$ cat config.mk
export PLATFORM = sky130hd
export DESIGN_NAME = div_unit
export DESIGN_NICKNAME = d
export VERILOG_FILES = /design/src/rtl/div_unit_pkg.sv /design/src/rtl/div_step.sv /design/src/rtl/div_unit.sv
export SDC_FILE = /design/constraint.sdc
export NUM_CORES = 1
export LEC_CHECK = 0
export CAP_MARGIN = 15
export CORE_MARGIN = 2
export CORE_UTILIZATION = 45
export DETAILED_ROUTE_END_ITERATION = 10
export HOLD_SLACK_MARGIN = 0.03
export PLACE_DENSITY = 0.66
export SLEW_MARGIN = 20
export SYNTH_ARGS = -nofsm -noshare
export SYNTH_HDL_FRONTEND = slang
export SYNTH_SLANG_ARGS = --single-unit
$ cat constraint.sdc
create_clock -name clk -period 5.4 [get_ports clk]
set_input_delay 0.81 -clock clk [delete_from_list [all_inputs] [get_ports clk]]
set_output_delay 0.81 -clock clk [all_outputs]
set_load 0.1 [all_outputs]
$ cat src/rtl/div_unit_pkg.sv
// div_unit_pkg: shared state encodings and result-valid constants for the
// multi-cycle divider.
`default_nettype none

package div_unit_pkg;

  typedef enum logic [1:0] {
    DIV_FREE = 2'd0,
    DIV_ON   = 2'd1,
    DIV_END  = 2'd2
  } div_state_e;

  localparam logic DIV_RESULT_READY     = 1'b1;
  localparam logic DIV_RESULT_NOT_READY = 1'b0;

endpackage

`default_nettype wire

$ cat src/rtl/div_step.sv
// div_step: one combinational restoring-division iteration on {rem,quo}.
// Rev 1.0
`default_nettype none

module div_step #(
  parameter int WIDTH = 32
) (
  input  logic [WIDTH-1:0] i_rem,
  input  logic [WIDTH-1:0] i_quo,
  input  logic [WIDTH-1:0] i_divisor,
  output logic [WIDTH-1:0] o_rem,
  output logic [WIDTH-1:0] o_quo
);

  logic [WIDTH:0] w_upper;
  logic [WIDTH:0] w_diff;
  logic           w_fits;

  assign w_upper = {i_rem, i_quo[WIDTH-1]};
  assign w_diff  = w_upper - {1'b0, i_divisor};
  // rem < divisor on entry keeps w_upper < 2*divisor, so the MSB is a clean borrow
  assign w_fits  = ~w_diff[WIDTH];

  assign o_rem = w_fits ? w_diff[WIDTH-1:0] : w_upper[WIDTH-1:0];
  assign o_quo = {i_quo[WIDTH-2:0], w_fits};

endmodule

`default_nettype wire

$ cat src/rtl/div_unit.sv
// div_unit: multi-cycle radix-2 restoring divider for DIV/DIVU with flush
// and divide-by-zero fast path. Rev 1.0
`default_nettype none

module div_unit
  import div_unit_pkg::*;
#(
  parameter int WIDTH = 32
) (
  input  logic             clk,
  input  logic             resetn,
  input  logic             start,
  input  logic             signed_div,
  input  logic [WIDTH-1:0] dividend,
  input  logic [WIDTH-1:0] divisor,
  input  logic             annul,
  output logic             stall,
  output logic             ready,
  output logic [WIDTH-1:0] result_lo,
  output logic [WIDTH-1:0] result_hi
);

  localparam int            CW   = $clog2(WIDTH) + 1;
  localparam logic [CW-1:0] LAST = CW'(WIDTH - 1);

  div_state_e       r_state;
  div_state_e       w_state_nxt;
  logic [CW-1:0]    r_cnt;
  logic [WIDTH-1:0] r_rem;
  logic [WIDTH-1:0] r_quo;
  logic [WIDTH-1:0] r_dvs;
  logic             r_signed;
  logic             r_a_sign;
  logic             r_b_sign;
  logic [WIDTH-1:0] r_lo;
  logic [WIDTH-1:0] r_hi;

  logic             w_start_ok;
  logic             w_dbz;
  logic             w_last;
  logic             w_a_neg;
  logic             w_b_neg;
  logic [WIDTH-1:0] w_a_mag;
  logic [WIDTH-1:0] w_b_mag;
  logic [WIDTH-1:0] w_rem_nxt;
  logic [WIDTH-1:0] w_quo_nxt;
  logic [WIDTH-1:0] w_quo_fix;
  logic [WIDTH-1:0] w_rem_fix;

  assign w_start_ok = start & ~annul;
  assign w_dbz      = (divisor == '0);
  assign w_last     = (r_cnt == LAST);
  assign w_a_neg    = signed_div & dividend[WIDTH-1];
  assign w_b_neg    = signed_div & divisor[WIDTH-1];
  assign w_a_mag    = w_a_neg ? (~dividend + 1'b1) : dividend;
  assign w_b_mag    = w_b_neg ? (~divisor + 1'b1) : divisor;

  div_step #(.WIDTH(WIDTH)) u_step (
    .i_rem     (r_rem),
    .i_quo     (r_quo),
    .i_divisor (r_dvs),
    .o_rem     (w_rem_nxt),
    .o_quo     (w_quo_nxt)
  );

  // Sign correction is folded into the final iteration edge.
  assign w_quo_fix = (r_signed & (r_a_sign ^ r_b_sign)) ? (~w_quo_nxt + 1'b1) : w_quo_nxt;
  assign w_rem_fix = (r_signed & r_a_sign) ? (~w_rem_nxt + 1'b1) : w_rem_nxt;

  always_ff @(posedge clk or negedge resetn) begin
    if (!resetn) begin
      r_state <= DIV_FREE;
    end else begin
      r_state <= w_state_nxt;
    end
  end

  always_comb begin
    w_state_nxt = r_state;
    stall       = 1'b0;
    ready       = DIV_RESULT_NOT_READY;
    case (r_state)
      DIV_FREE: begin
        if (w_start_ok) begin
          stall       = 1'b1;
          w_state_nxt = w_dbz ? DIV_END : DIV_ON;
        end
      end
      DIV_ON: begin
        stall = 1'b1;
        if (annul) begin
          w_state_nxt = DIV_FREE;
        end else if (w_last) begin
          w_state_nxt = DIV_END;
        end
      end
      DIV_END: begin
        ready       = DIV_RESULT_READY;
        w_state_nxt = DIV_FREE;
      end
      default: w_state_nxt = DIV_FREE;
    endcase
  end

  always_ff @(posedge clk or negedge resetn) begin
    if (!resetn) begin
      r_cnt    <= '0;
      r_rem    <= '0;
      r_quo    <= '0;
      r_dvs    <= '0;
      r_signed <= 1'b0;
      r_a_sign <= 1'b0;
      r_b_sign <= 1'b0;
      r_lo     <= '0;
      r_hi     <= '0;
    end else begin
      case (r_state)
        DIV_FREE: begin
          if (w_start_ok) begin
            if (w_dbz) begin
              r_lo <= '1;
              r_hi <= dividend;
            end else begin
              r_rem    <= '0;
              r_quo    <= w_a_mag;
              r_dvs    <= w_b_mag;
              r_signed <= signed_div;
              r_a_sign <= dividend[WIDTH-1];
              r_b_sign <= divisor[WIDTH-1];
              r_cnt    <= '0;
            end
          end
        end
        DIV_ON: begin
          if (!annul) begin
            r_rem <= w_rem_nxt;
            r_quo <= w_quo_nxt;
            r_cnt <= r_cnt + CW'(1);
            if (w_last) begin
              r_lo <= w_quo_fix;
              r_hi <= w_rem_fix;
            end
          end
        end
        default: ;
      endcase
    end
  end

  assign result_lo = r_lo;
  assign result_hi = r_hi;

endmodule

`default_nettype wire

==> results_tabular.tex <==
\begin{tabular}{lr}
\hline
Metric & Value \\
\hline
\multicolumn{2}{l}{\textbf{Floorplan}} \\
Floorplan row count & 60 \\
Top-Level Pins & between 100 and 150 \\
Die span in y & 169 um \\
Starting utilization of the core area & 0.458 \\
Die extent in x & 169 um \\
Placeable core region & 26900 um2 \\
DIE AREA & 28700 um2 \\
\multicolumn{2}{l}{\textbf{Global route}} \\
First-pass GRT wire length & about 57 mm \\
Overall fraction of global-route tracks in use & 0.246 \\
Antenna violations before repair & 0 \\
GRT overflow & 0 \\
Pin count of the biggest net entering global routing & 95 \\
Vias in the first global route & between 10000 and 15000 \\
\multicolumn{2}{l}{\textbf{Timing}} \\
Final setup violation count & 0 \\
Fin crit share & 0.923 \\
Total negative setup slack & 0 ns \\
Maximum frequency from static timing analysis & 201 MHz \\
Final critical-path setup slack & 0.416 ns \\
Setup repair after global routing missed its margin & false \\
Final min period & 4.98 ns \\
Transition time at the pin with the least slew margin & 1.04 ns \\
Clock Skews & $\sim$0.015 ns \\
Max-Slew Margin vs Limit & 0.307 \\
Final number of hold-violating endpoints & 0 \\
Max-slew violation total from the final report & 0 \\
\multicolumn{2}{l}{\textbf{Synth}} \\
Post-synthesis async set-or-reset flop share & 1.00 \\
Sequential-to-total area share from yosys stat & 0.348 \\
\#FFs+latches synth & 171 \\
Syn avg cell area & 8.03 um2 \\
Count of distinct cell types in the synthesized netlist & 81 \\
Yosys warnings & 0 \\
Most instantiated flip-flop cell in the synthesis netlist & dfrtp\_1 \\
Post-synthesis net count & 1639 \\
Synthesized netlist cell count & 1532 \\
Post-synth EDFFs & 0 \\
Area of the mapped netlist & 12300 um2 \\
\multicolumn{2}{l}{\textbf{Routing}} \\
DRT Wirelength & 34.8 mm \\
DRC Markers & 0 \\
Antenna-violating nets left & 0 \\
Routed len/inst & 17.7 um \\
Via Count & between 10000 and 15000 \\
Drt pass-1 iters & 5 \\
Avg Vias per Cell & 5.80 \\
Number of design-rule violations left by the first detailed-router iteration & 828 \\
\multicolumn{2}{l}{\textbf{Critical path}} \\
Depth of the most critical reg-to-reg path & 22 \\
Sum of buffers and inverters on the critical path & 2 \\
Critical Path Source & r\_quo[31]\$\_DFFE\_PN0P\_ \\
Slowest cell on crit path & fa\_1 \\
Register-to-register path setup slack & 0.42 ns \\
Kind of start point of the critical path & flip-flop \\
Type of the worst setup path & reg -> reg \\
Worst setup EP type & flip-flop \\
Capturing point of the worst reg2reg path & result\_hi[28]\$\_DFFE\_PN0P\_ \\
Launching point of the worst reg2reg path & r\_quo[31]\$\_DFFE\_PN0P\_ \\
CP Depth & 22 \\
CP delay by family, top & compound AO/OA/AOI/OAI gates \\
Required time of the worst setup path & 5.71 ns \\
Worst Path Arrival & 5.30 ns \\
Delay contributed by the slowest stage of the critical path & 0.45 ns \\
Critical-path cell list & inv\_1, ha\_1, fa\_1, nor2b\_4, o31a\_1, o211ai\_4, a211oi\_2, o21a\_1, nor2\_4, inv\_2, nor2\_1, a21oi\_1, ha\_1, nand3\_1, nor4\_1, nand2\_1, a21oi\_1, a41o\_1, nor3b\_1, a31oi\_1, xnor2\_1, o21ai\_0 \\
Worst-path maximum fanout & 13 \\
\multicolumn{2}{l}{\textbf{Final layout}} \\
Fraction of final layout cells sized beyond drive strength 1 & 0.0522 \\
Nets & 1723 \\
Area growth from synthesis to final layout & 17.3\% \\
Final Instance Area & 14400 um2 \\
Diode insertion count for antenna repair & 0 \\
Final cell count without fillers & 1970 \\
\multicolumn{2}{l}{\textbf{Clocking}} \\
Number of CTS-inserted buffers & 17 \\
Total setup buffers inserted after CTS & 0 \\
Maximum clock path buffer count & 2 \\
Number of hold buffers added after CTS & 0 \\
Cells resized by post-CTS repair & 0 \\
Total number of H-tree levels & 4 \\
Clock insertion delay at the later pin of the skew report & 0.45 ns \\
Clock transition at the registers of the reported paths & 0.08 ns \\
CTS tree & done \\
Clock root cell & clkbuf\_16 \\
Clock sink count & 171 \\
\multicolumn{2}{l}{\textbf{Placed design}} \\
Placed Instances & around 1900 \\
Area after detailed placement & roughly 14000 um2 \\
\# port buffers & 134 \\
Last weighted congestion value of the routability-driven placer & 0.904 \\
Worst slack at placement & 0.504 ns \\
HPWL reported at the end of detailed placement & about 26 mm \\
\multicolumn{2}{l}{\textbf{Pwr}} \\
Logic gate share of total power & 0.501 \\
Cell Pwr Density & around 440 nW/um2 \\
Proportion of power drawn by the clock network & 0.202 \\
Part of the total power dissipated in sequential elements & 0.297 \\
Reported net switching power & 3.12 mW \\
Largest voltage drop on the vdd net & 0.350 mV \\
Standby leakage power & 5.87 nW \\
Switching share of power & 0.496 \\
Internal cell power & about 3.2 mW \\
\multicolumn{2}{l}{\textbf{Min path}} \\
Type of the worst min-delay path & in -> async \\
\multicolumn{2}{l}{\textbf{Job}} \\
Total of max-cap violations & 0 \\
\multicolumn{2}{l}{\textbf{Outcome}} \\
Status & finished, final reports clean \\
\hline
\end{tabular}
==> layout make-up <==
cell class                      instances  area (um2)
Multi-Input combinational cell       1231        7500
Clock inverter                         15         173
Tap cell                              341         427
Timing Repair Buffer                  148        1450
Sequential cell                       171        4280
Clock buffer                           17         425
Inverter                               47         176
Fill cell                            2590       12500
==> registers in the layout, indices dropped and copies added (netlist names) <==
register,flops
r_dvs,32
r_b_sign,1
result_hi,32
r_quo,32
r_state,2
r_a_sign,1
r_rem,32
r_signed,1
r_cnt,6
result_lo,32
==> cells in the mapped netlist, drive strengths merged, types with 4 or more instances <==
| master | number | area [um2] |
|---|---|---|
| and2 | 17 | 106 |
| or4 | 7 | 56.3 |
| o31ai | 24 | 180 |
| or3 | 31 | 194 |
| nand3b | 4 | 30.0 |
| nor2 | 151 | 574 |
| a41o | 4 | 40.0 |
| o21ai | 180 | 905 |
| nor3b | 7 | 57.6 |
| mux2 | 6 | 67.6 |
| inv | 47 | 176 |
| nand2b | 10 | 62.6 |
| and3 | 15 | 93.8 |
| nor4 | 18 | 119 |
| o22ai | 7 | 43.8 |
| a211oi | 16 | 138 |
| a21oi | 176 | 892 |
| nand4 | 10 | 62.6 |
| xnor2 | 52 | 455 |
| clkbuf | 48 | 180 |
| nand3 | 15 | 75.1 |
| a31oi | 30 | 188 |
| nand2 | 190 | 713 |
| xor2 | 76 | 666 |
| o21a | 7 | 52.6 |
| nor3 | 26 | 140 |
| ha | 37 | 463 |
| mux2i | 23 | 230 |
| a41oi | 5 | 43.8 |
| dfrtp | 171 | 4280 |
| a21o | 13 | 97.6 |
| nor4b | 4 | 41.3 |
| a21boi | 4 | 30.0 |
| buf | 35 | 181 |
| o211ai | 6 | 63.8 |
| nor2b | 8 | 57.6 |
| o41ai | 13 | 140 |
==> power by group through the flow <==
stage / clock network [mW] / registers [mW] / logic (mW)
finish: 1.27 / 1.87 / 3.15
global route: 1.34 / 1.90 / 3.39
detailed placement: 0 / 1.89 / 3.14
global placement: 0 / 1.88 / 3.12
floorplan: 0 / 2.88 / 1.34
CTS: 1.29 / 1.86 / 3.15
==> cells by family (layout without fill, tap and decap cells) <==
family	after synthesis	count (layout)	share of synthesized area
adders and majority gates	38	38	0.0393
muxes	29	29	0.0242
AOI/OAI and AO/OA	516	516	0.255
xor gates and xnor gates	128	128	0.0912
buffers and inverters	130	227	0.0437
DFF	171	171	0.348
and+or+nand+nor	520	520	0.199
==> worst register-to-register path, cell delays in order (launching register included) <==
cell and delay [ns]:
dfrtp_1 0.40, inv_1 0.06, ha_1 0.21, fa_1 0.45, nor2b_4 0.15, o31a_1 0.38, o211ai_4 0.16, a211oi_2 0.35
o21a_1 0.28, nor2_4 0.07, inv_2 0.21, nor2_1 0.07, a21oi_1 0.22, ha_1 0.32, nand3_1 0.12, nor4_1 0.34
nand2_1 0.09, a21oi_1 0.14, a41o_1 0.16, nor3b_1 0.27, a31oi_1 0.14, xnor2_1 0.18, o21ai_0 0.09
==> routing by layer <==
| layer | vias up | share of wire | global-route usage |
|---|---|---|---|
| li1 | 5657 | - | - |
| met1 | 5408 | 0.48 | 0.352 |
| met2 | 318 | 0.45 | 0.398 |
| met3 | 41 | 0.045 | 0.0264 |
| met4 | 0 | 0.018 | 0.0661 |
| met5 | - | 0 | 0 |
==> per-stage QoR <==
| step | power, mW | utilization | hold WS, ns |
|---|---|---|---|
| 6_report | 6.29 | 0.537 | 0.436 |
| 5_1_grt | 6.63 | 0.537 | 0.512 |
| 4_1_cts | 6.30 | 0.537 | 0.478 |
| 3_5_place_dp | 5.03 | 0.514 | 0.480 |
| 3_3_place_gp | 5.00 | 0.514 | 0.468 |
| 2_1_floorplan | 4.22 | - | 0.468 |
==> cells in the final DEF, fill, tap and decap left out, types with 4 or more instances in the layout <==
cell             count
mux2_2               6
dfrtp_1            171
a41o_1               4
inv_8                6
o21ai_1              8
nor3b_1              6
o21a_1               7
mux2i_1             23
inv_1               45
a21o_1              12
a21oi_1            173
nand4_1             10
clkdlybuf4s50_1    133
ha_1                37
a211oi_1            14
a31oi_1             30
buf_4               14
a21boi_0             4
o211ai_1             4
o31ai_1             24
or4_1                6
nor2_1             149
a41oi_1              5
nor3_1              24
nor2b_1              6
nand2_1            190
xnor2_1             52
nor4_1              17
nand3b_1             4
nand2b_1             9
or3_1               31
o41ai_1             11
and3_1              15
clkbuf_16           17
xor2_1              76
nand3_1             15
o21ai_0            171
and2_1              14
o22ai_1              7
==> worst max path at each step <==
stage	endpoint	slack, ns
floorplan	result_hi[28]$_DFFE_PN0P_	0.87
global placement	result_hi[28]$_DFFE_PN0P_	0.62
detailed placement	result_hi[28]$_DFFE_PN0P_	0.50
CTS	result_hi[28]$_DFFE_PN0P_	0.49
global route	result_hi[28]$_DFFE_PN0P_	0.02
finish	result_hi[28]$_DFFE_PN0P_	0.42
Power figures use the tool's default switching activity.
